$ cat config.mk
export PLATFORM = sky130hd
export DESIGN_NAME = mult_div_flat
export DESIGN_NICKNAME = d
export VERILOG_FILES = /design/src/rtl/mult_div_pkg.sv /design/src/rtl/mult_div_if.sv /design/src/rtl/mult_div_div_core.sv /design/src/rtl/mult_div.sv /design/src/flat_wrapper.sv
export SDC_FILE = /design/constraint.sdc
export NUM_CORES = 1
export LEC_CHECK = 0
export ABC_AREA = 1
export BUFFER_PORTS_ARGS = -buffer_cell sky130_fd_sc_hd__buf_2
export CORE_MARGIN = 1
export CORE_UTILIZATION = 55
export CTS_CLUSTER_SIZE = 10
export DETAILED_ROUTE_END_ITERATION = 16
export GPL_TIMING_DRIVEN = 0
export PLACE_DENSITY_LB_ADDON = 0.12
export SKIP_LAST_GASP = 1
export SLEW_MARGIN = 20
export SYNTH_ARGS = -nofsm -noshare
export SYNTH_HDL_FRONTEND = slang
export SYNTH_HIERARCHICAL = 1
export SYNTH_SLANG_ARGS = --single-unit
$ cat constraint.sdc
create_clock -name clk -period 7.4 [get_ports clk]
set_input_delay 0.37 -clock clk [delete_from_list [all_inputs] [get_ports clk]]
set_output_delay 0.37 -clock clk [all_outputs]
set_load 0.05 [all_outputs]
$ cat src/rtl/mult_div_pkg.sv
// Shared types and constants for the EX-stage multiply/divide unit.
// Funct codes, bus widths, FSM state encoding and an abs helper.
package mult_div_pkg;

    localparam int DATA_W  = 32;
    localparam int DBL_W   = 64;
    localparam int FUNCT_W = 6;

    localparam logic [FUNCT_W-1:0] FUNCT_MULT  = 6'h18;
    localparam logic [FUNCT_W-1:0] FUNCT_MULTU = 6'h19;
    localparam logic [FUNCT_W-1:0] FUNCT_DIV   = 6'h1a;
    localparam logic [FUNCT_W-1:0] FUNCT_DIVU  = 6'h1b;

    typedef enum logic [1:0] {
        ST_IDLE,
        ST_CALC,
        ST_DONE
    } state_e;

    // 0x80000000 negates to itself, which is its correct unsigned magnitude
    function automatic logic [DATA_W-1:0] abs32(
        input logic [DATA_W-1:0] x,
        input logic              sgn
    );
        return (sgn && x[DATA_W-1]) ? -x : x;
    endfunction

endpackage

$ cat src/rtl/mult_div_if.sv
// EX <-> multiply/divide unit bundle.
// master = EX stage, slave = mult_div.
interface mult_div_if;
    import mult_div_pkg::*;

    logic [FUNCT_W-1:0] funct;
    logic [DATA_W-1:0]  operand_1;
    logic [DATA_W-1:0]  operand_2;
    logic               done;
    logic [DBL_W-1:0]   result;

    modport master (
        output funct, operand_1, operand_2,
        input  done, result
    );

    modport slave (
        input  funct, operand_1, operand_2,
        output done, result
    );

endinterface

$ cat src/rtl/mult_div_div_core.sv
// One restoring unsigned division step.
// Accumulator holds {remainder, quotient}; one quotient bit per call.
module mult_div_div_core
    import mult_div_pkg::*;
(
    input  logic [DBL_W-1:0]  acc_in,
    input  logic [DATA_W-1:0] divisor,
    output logic [DBL_W-1:0]  acc_out
);

    logic [DATA_W:0] rem_sh;
    logic [DATA_W:0] diff;

    assign rem_sh = acc_in[DBL_W-1:DATA_W-1];
    assign diff   = rem_sh - {1'b0, divisor};

    always_comb begin
        if (!diff[DATA_W]) begin
            acc_out = {diff[DATA_W-1:0], acc_in[DATA_W-2:0], 1'b1};
        end else begin
            acc_out = {acc_in[DBL_W-2:0], 1'b0};
        end
    end

endmodule

$ cat src/rtl/mult_div.sv
// Multi-cycle MULT/MULTU/DIV/DIVU unit for the EX stage; result = {hi, lo}.
// MULT_DIV_FAST_MULT_EN: single-cycle combinational multiply, divide unchanged.
module mult_div
    import mult_div_pkg::*;
#(
    parameter int ITER = 32
) (
    input  logic     clk,
    input  logic     rst,
    input  logic     flush,
    input  logic     halt,
    mult_div_if.slave bus
);

    localparam int CNT_W = $clog2(ITER);

    state_e             state;
    logic [CNT_W-1:0]   counter;
    logic [DBL_W-1:0]   acc;
    logic [DBL_W-1:0]   acc_nxt;
    logic [DBL_W-1:0]   acc_div;
    logic [DBL_W-1:0]   fixed;
    logic [DBL_W-1:0]   result_q;
    logic [DATA_W-1:0]  mcand;
    logic [DATA_W-1:0]  divisor;
    logic [DATA_W-1:0]  a_abs;
    logic [DATA_W-1:0]  b_abs;
    logic [DATA_W:0]    mul_sum;
    logic               op_div;
    logic               neg_res;
    logic               neg_rem;
    logic               done_q;
    logic               start;
    logic               dec_div;
    logic               dec_sgn;

    always_comb begin
        start   = 1'b0;
        dec_div = 1'b0;
        dec_sgn = 1'b0;
        unique case (1'b1)
            bus.funct == FUNCT_MULT: begin
                start   = 1'b1;
                dec_sgn = 1'b1;
            end
            bus.funct == FUNCT_MULTU: begin
                start   = 1'b1;
            end
            bus.funct == FUNCT_DIV: begin
                start   = 1'b1;
                dec_div = 1'b1;
                dec_sgn = 1'b1;
            end
            bus.funct == FUNCT_DIVU: begin
                start   = 1'b1;
                dec_div = 1'b1;
            end
            default: ;
        endcase
    end

    assign a_abs = abs32(bus.operand_1, dec_sgn);
    assign b_abs = abs32(bus.operand_2, dec_sgn);

`ifdef MULT_DIV_FAST_MULT_EN
    logic [DBL_W-1:0] ext_1;
    logic [DBL_W-1:0] ext_2;
    logic [DBL_W-1:0] fast_prod;

    assign ext_1 = {{DATA_W{dec_sgn & bus.operand_1[DATA_W-1]}},
                    bus.operand_1};
    assign ext_2 = {{DATA_W{dec_sgn & bus.operand_2[DATA_W-1]}},
                    bus.operand_2};
    assign fast_prod = ext_1 * ext_2;
`endif

    // Shift-add: hi half accumulates, multiplier drains out of lo half
    assign mul_sum = {1'b0, acc[DBL_W-1:DATA_W]}
                   + (acc[0] ? {1'b0, mcand} : '0);

    mult_div_div_core u_div_core (
        .acc_in  (acc),
        .divisor (divisor),
        .acc_out (acc_div)
    );

    assign acc_nxt = op_div ? acc_div : {mul_sum, acc[DATA_W-1:1]};

    always_comb begin
        fixed = acc_nxt;
        if (op_div) begin
            if (neg_res) fixed[DATA_W-1:0] = -acc_nxt[DATA_W-1:0];
            if (neg_rem) fixed[DBL_W-1:DATA_W] = -acc_nxt[DBL_W-1:DATA_W];
        end else if (neg_res) begin
            fixed = -acc_nxt;
        end
    end

    always_ff @(posedge clk) begin
        if (rst) begin
            state    <= ST_IDLE;
            done_q   <= 1'b0;
            result_q <= '0;
            counter  <= '0;
            acc      <= '0;
            mcand    <= '0;
            divisor  <= '0;
            op_div   <= 1'b0;
            neg_res  <= 1'b0;
            neg_rem  <= 1'b0;
        end else if (flush) begin
            state  <= ST_IDLE;
            done_q <= 1'b0;
        end else begin
            unique case (state)
                ST_IDLE: begin
                    done_q <= 1'b0;
                    if (start) begin
                        mcand   <= a_abs;
                        divisor <= b_abs;
                        acc     <= {{DATA_W{1'b0}},
                                    dec_div ? a_abs : b_abs};
                        op_div  <= dec_div;
                        neg_res <= dec_sgn &
                                   (bus.operand_1[DATA_W-1] ^
                                    bus.operand_2[DATA_W-1]);
                        neg_rem <= dec_sgn & bus.operand_1[DATA_W-1];
                        counter <= '0;
                        state   <= ST_CALC;
`ifdef MULT_DIV_FAST_MULT_EN
                        if (!dec_div) begin
                            result_q <= fast_prod;
                            done_q   <= 1'b1;
                            state    <= ST_DONE;
                        end
`endif
                    end
                end
                ST_CALC: begin
                    acc     <= acc_nxt;
                    counter <= counter + 1'b1;
                    if (counter == CNT_W'(ITER - 1)) begin
                        result_q <= fixed;
                        done_q   <= 1'b1;
                        state    <= ST_DONE;
                    end
                end
                ST_DONE: begin
                    if (!halt) begin
                        done_q <= 1'b0;
                        state  <= ST_IDLE;
                    end
                end
                default: state <= ST_IDLE;
            endcase
        end
    end

    assign bus.done   = done_q;
    assign bus.result = result_q;

endmodule

$ cat src/flat_wrapper.sv
// flat-port wrapper written by rule: the top's interface ports become plain ports
module mult_div_flat import mult_div_pkg::*;
#(
    parameter int ITER = 32
)
  (clk, rst, flush, halt, bus_funct, bus_operand_1, bus_operand_2, bus_done, bus_result);
  mult_div_if bus_i ();
  input  logic clk;
  input  logic rst;
  input  logic flush;
  input  logic halt;
  input wire logic [$bits(bus_i.funct)-1:0] bus_funct;
  input wire logic [$bits(bus_i.operand_1)-1:0] bus_operand_1;
  input wire logic [$bits(bus_i.operand_2)-1:0] bus_operand_2;
  output wire logic [$bits(bus_i.done)-1:0] bus_done;
  output wire logic [$bits(bus_i.result)-1:0] bus_result;
  assign bus_i.funct = bus_funct;
  assign bus_i.operand_1 = bus_operand_1;
  assign bus_i.operand_2 = bus_operand_2;
  assign bus_done = bus_i.done;
  assign bus_result = bus_i.result;
  mult_div #(.ITER(ITER)) u_core (.clk(clk), .rst(rst), .flush(flush), .halt(halt), .bus(bus_i));
endmodule
# Word-level counts from Yosys, hierarchy flattened

Cells that the tools add are included.

Equal/unequal tests: 10
Muxes and demuxes: 24
Add/sub/neg operators: 8
Reduce and logical (&&, ||, !) cells: 14
Bitwise logic cells: 4

Operators by type and width:

| cell                                                  | number |
|---|---|
| 2-to-1 mux 64 bit                                     | 5 |
| 2-to-1 mux 32 bit                                     | 6 |
| negation 32 bit                                       | 4 |
| case mux 64 bit (2 select lines)                      | 1 |
| negation 64 bit                                       | 1 |
| adder 32 x 33 -> 33 bit                               | 1 |
| subtractor 33 x 32 -> 33 bit                          | 1 |
| equality test 6 x 5 -> 1 bit, second input constant   | 4 |
| AND reduction 3 bit                                   | 5 |
| case mux 5 bit (2 select lines)                       | 1 |
| 2-to-1 mux 2 bit                                      | 3 |
| case mux 2 bit (3 select lines)                       | 1 |
| OR reduction 2 bit                                    | 3 |
| adder 5 x 1 -> 5 bit, second input constant           | 1 |
| equality test 5 bit, second input constant            | 1 |
| 2-to-1 mux 1 bit                                      | 5 |
| 2-to-1 mux 5 bit                                      | 1 |
| inequality test 2 x 1 -> 1 bit, second input constant | 2 |
| OR reduction 4 bit                                    | 1 |
| case mux 1 bit (3 select lines)                       | 1 |
| nonzero test 3 bit                                    | 1 |
| bitwise AND 1 bit                                     | 2 |
| equality test 2 x 1 -> 1 bit, second input constant   | 1 |
| equality test 2 bit, second input constant            | 1 |
| other kinds (6)                                       | 7 |

Output and inout port bits: 65
Register bits after elaboration: 203
Logic and storage cells: 70
Input bits: 74

# Depth between registers and ports, before layout

Word-level depth: 8
Gate-level depth with buffers: 36
Mapped depth without buffers: 35

# Cells and area by module

Netlist, hierarchy kept.

Modules (own cells, without submodules):

| module            | cells each | sequential area each (sq um) | instances | area an instance (sq um) |
|---|---|---|---|---|
| mult_div          | 2,546      | 4,063.9                      | 1         | 15,253.4 |
| mult_div_div_core | 711        | 0.0                          | 1         | 3,383.2 |

# Worst setup path before layout

Ideal clock, no wire load.

Kind: reg2reg
Start: register u_core.acc[31]
End: register u_core.result_q[40] (netlist: u_core/bus.result[40])
Period minus slack after synthesis: 3,838 ps
Path buffers: 1
Data required time: 7,292 ps
Setup time: 108 ps
Stages on the path, launching flop included: 32
Arrival time: 3,730 ps
Slack: 3,562 ps
Cell sequence: dfxtp_1 inv_1 ha_1 fa_1 inv_1 nand2_1 nand2_1 nand3_1 nand2_2 nand2_1 nand2_2 nand2_2 nand3_1 nand2_4 buf_6 or2_1 o21ai_2 ha_1 nand3_1 nor2_1 nand2_1 nor2_4 nand2_2 nor2_2 nand3_1 nand2_1 nand3_2 a21oi_1 nor2_1 xnor2_1 a21o_1 inv_1

Word-level cells in the longest chain between the ends: 6
Elaborated cells between the ends (all ways): 8
Those cells by class: 3 x add/sub; 5 x mux

RTL lines:

| what                         | line                    | RTL |
|---|---|---|
| start, declared              | mult_div.sv:19          | `logic [DBL_W-1:0] acc;` |
| start signal, assigned       | mult_div.sv:121         | `acc <= {{DATA_W{1'b0}},` |
| start signal, assigned       | mult_div.sv:140         | `acc <= acc_nxt;` |
| subtractor 33 x 32 -> 33 bit | mult_div_div_core.sv:15 | `assign diff = rem_sh - {1'b0, divisor};` |
| 2-to-1 mux 64 bit            | mult_div_div_core.sv:18 | `if (!diff[DATA_W]) begin` |
| via u_core.acc_div[0]        | mult_div.sv:21          | `logic [DBL_W-1:0] acc_div;` |
| 2-to-1 mux 64 bit            | mult_div.sv:87          | `assign acc_nxt = op_div ? acc_div : {mul_sum, acc[DATA_W-1:1]};` |
| negation 64 bit              | mult_div.sv:95          | `fixed = -acc_nxt;` |
| 2-to-1 mux 64 bit            | mult_div.sv:94          | `end else if (neg_res) begin` |
| 2-to-1 mux 64 bit            | mult_div.sv:91          | `if (op_div) begin` |
| end signal, assigned         | mult_div.sv:143         | `result_q <= fixed;` |
| end, declared                | mult_div.sv:23          | `logic [DBL_W-1:0] result_q;` |

The timed path passes the listed nets, and every way through them passes these cells.
A chain may end at the register's enable or synchronous reset.

# Final worst setup path

Start: register u_core.acc[31]
End: register u_core.result_q[58] (netlist: u_core/bus.result[58])

Word-level cells in the longest chain between the ends: 6
Elaborated cells between the ends (all ways): 8
Those cells by class: 3 x add/sub; 5 x mux

RTL lines:

| what                                                          | line |
|---|---|
| subtractor 33 x 32 -> 33 bit                                  | mult_div_div_core.sv:15 |
| 2-to-1 mux 64 bit *                                           | mult_div_div_core.sv:18 |
| via u_core.acc_div[32]                                        | mult_div.sv:21 |
| 2-to-1 mux 64 bit *                                           | mult_div.sv:87 |
| negation 64 bit / negation 32 bit (equally long branches)     | mult_div.sv:95, mult_div.sv:93 |
| 2-to-1 mux 64 bit / 2-to-1 mux 32 bit (equally long branches) | mult_div.sv:94, mult_div.sv:93 |
| 2-to-1 mux 64 bit *                                           | mult_div.sv:91 |

The timed path passes the listed nets; every way through them passes the cells marked *.

==> flow_summary.yaml <==
finish:
  final_nets: 3568
  area_delta_synth_final_pct: 10.7
  layout_commonest_cell: "nand2_1"
  final_cell_mix: "nand2_1 (1020), inv_1 (585), nor2_1 (283), dfxtp_1 (203), a21oi_1 (191)"
  antenna_cells: 0
  layout-drive-gt1-share_pct: 9.97
yosys:
  synthAdderAreaFrac_pct: 4.91
  syn-cell-area_um2: 18600
  synthSimpleGateAreaFrac_pct: 37.1
  synth.avg_cell_area_um2: 5.72
  synth-seq-area-share_pct: 21.8
  syn_nets: 3403
  synthFlopType: "dfxtp_1"
  ys_ff_latch: 203
  synth_edf_count: 0
  yosysWarnings: 6
  yosys.area_share.xor_xnor_pct: 4.98
  synth_cell_types: 53
  synth_compound_area_share_pct: 14.8
  synthArstFlopShare_pct: 0
  synth_top_family_by_area: "simple AND/OR/NAND/NOR gates"
  syn_inst: 3257
  synth.mux.area_fraction_pct: 0.329
routing:
  vias_per_cell: 5.57
  drc: 0
  drt-initial-drc-count: 2213
  drt_first_pass_iters: 6
  wl_um: 71200
  wl_per_cell_um: 18.4
  ant_nets: 0
  num_vias: 21600
power:
  total_power_mw: 2.77
  p_per_area_nw_per_um2: 134
  ir_drop_uv: 158
  leakage_nw: 11.2
cts:
  clk_pin_slew_ns: 0.06
  post-cts-setup-buffers: 0
  h-tree-depth: 1
  cts_root_buf: "clkbuf_16"
  postCtsResizedCells: 0
  hold_buffers: 0
  clk_latency_ns: 0.55
  cts.sinks: 203
  clockBufferDepth: 3
  cts_tree: "built"
  numCtsBuffers: 25
grt:
  grt_pass1_wl_um: 107000
  grt_max_degree: 14
  grt_pass1_vias: 19400
  gr-total-overflow: 0
  antenna_found_initial: 1
  track_usage_pct: 40.8
sta:
  holdWs_ns: 0.162
  slew-limit-headroom_pct: 41.1
  rsz0062_at_grt: "no"
  hold_violations: 0
  fin_ws_ns: 2.46
  finClkSkew_ns: 0.0362
  fin_crit_ns: 4.94
  period_share_pct: 66.8
  setup_tns_ns: 0
  finalSetupViolations: 0
  timing.fmax_mhz: 202
  worstMarginPinSlew_ns: 0.883
  slew_viol_final: 0
critical_path:
  worstPathMaxFanout: 10
  arrival_ns: 5.40
  critPathMostFrequentCell: "nand2_1"
  slowest_stage: "o31ai_1"
  worst_setup_path_end_kind: "flip-flop"
  critPathLaunchType: "flip-flop"
  critical_path_class: "flip-flop to flip-flop"
  cpPeakStageDelay_ns: 0.62
  required_ns: 7.85
die:
  core_area_um2: 33400
  io_pins: 139
  dieHeight_um: 186
  die_area_um2: 34600
  start_util_pct: 55.7
  die_w_um: 186
  num_rows: 67
placed_design:
  dpl.hpwl_um: 58500
  gp_congestion: 1.07
  port_buffers: 138
  pre_cts_ws_ns: 2.69
min_path:
  hold_path_class: "input pin to flip-flop"
outcome:
  status: "finished, final reports clean"
flow_run:
  cap_violations: 0
layout make-up:
cell class	count	area [um^2]
Fill cell	3337	12800
Clock buffer	33	716
Tap cell	448	561
Timing Repair Buffer	138	691
Inverter	604	2270
Clock inverter	2	25.0
Sequential cell	203	4060
Multi-Input combinational cell	2314	11600
Buffer	136	736
where the power goes:
part | internal, mW | total (mW) | switching [mW]
sequential | 1.10 | 1.11 | 0.00705
combinational | 0.163 | 0.528 | 0.365
clock | 0.667 | 1.13 | 0.466
registers in the layout, indices dropped and copies added (netlist names):
signal and count:
u_core/acc 64, u_core/bus.done 1, u_core/bus.result 64, u_core/counter 5, u_core/divisor 32, u_core/mcand 32, u_core/neg_rem 1, u_core/neg_res 1
u_core/op_div 1, u_core/state 2
final timing paths:
path / slack, ns / cells after the start / to / startpoint
max: 2.46 / 31 / u_core/bus.result[58]$_SDFFE_PP0P_ / u_core/acc[31]$_SDFFE_PP0P_
min: 0.16 / 4 / u_core/state[0]$_SDFFE_PP0P_ / bus_funct[2]
max reg2reg: 2.46 / 31 / u_core/bus.result[58]$_SDFFE_PP0P_ / u_core/acc[31]$_SDFFE_PP0P_
min reg2reg: 0.47 / 2 / u_core/bus.done$_SDFFE_PP0P_ / u_core/bus.done$_SDFFE_PP0P_
worst max-delay path, delay by kind of cell, from the launching register on:
family	cells	cell delay, ns
buffers and inverters	6	0.64
AND/OR/NAND/NOR	20	2.15
adder cells (fa/ha/maj)	3	0.89
AO/OA/AOI/OAI	2	0.74
flip-flops	1	0.42
Yosys cell counts, drive strengths merged, types with 16 or more instances:
| library cell | n | area [um^2] |
|---|---|---|
| nand2 | 1037 | 3950 |
| inv | 601 | 2260 |
| nor2 | 297 | 1160 |
| dfxtp | 203 | 4060 |
| a21oi | 196 | 1000 |
| nand3 | 177 | 901 |
| o21ai | 160 | 902 |
| xor2 | 79 | 692 |
| ha | 70 | 876 |
| clkbuf | 69 | 259 |
| o22ai | 68 | 425 |
| buf | 67 | 477 |
| or2 | 40 | 250 |
| nand4 | 37 | 231 |
| nor3 | 28 | 160 |
| xnor2 | 27 | 236 |
| o211ai | 16 | 120 |
per-stage QoR:
stage	area, um^2	std cells	utilization, %
6_report	20600	3878	61.7
3_5_place_dp	19900	3843	59.5
3_3_place_gp	19900	3843	59.5
2_1_floorplan	18600	3257	-
5_1_grt	20600	3878	61.7
4_1_cts	20600	3878	61.7
per-layer routing:
layer	track usage [%]	up-vias	routed length, um
li1	-	10500	-
met1	53.0	9784	29800
met2	64.7	1129	31000
met3	6.77	207	6590
met4	21.5	0	3830
met5	0	-	0
cell families after synthesis:
kind of cell,count (synthesis)
muxes,5
and+or+nand+nor,1651
buffers and inverters,740
adders and majority gates,72
AOI/OAI and AO/OA,480
DFF,203
xor gates and xnor gates,106
Power figures use the tool's default switching activity.
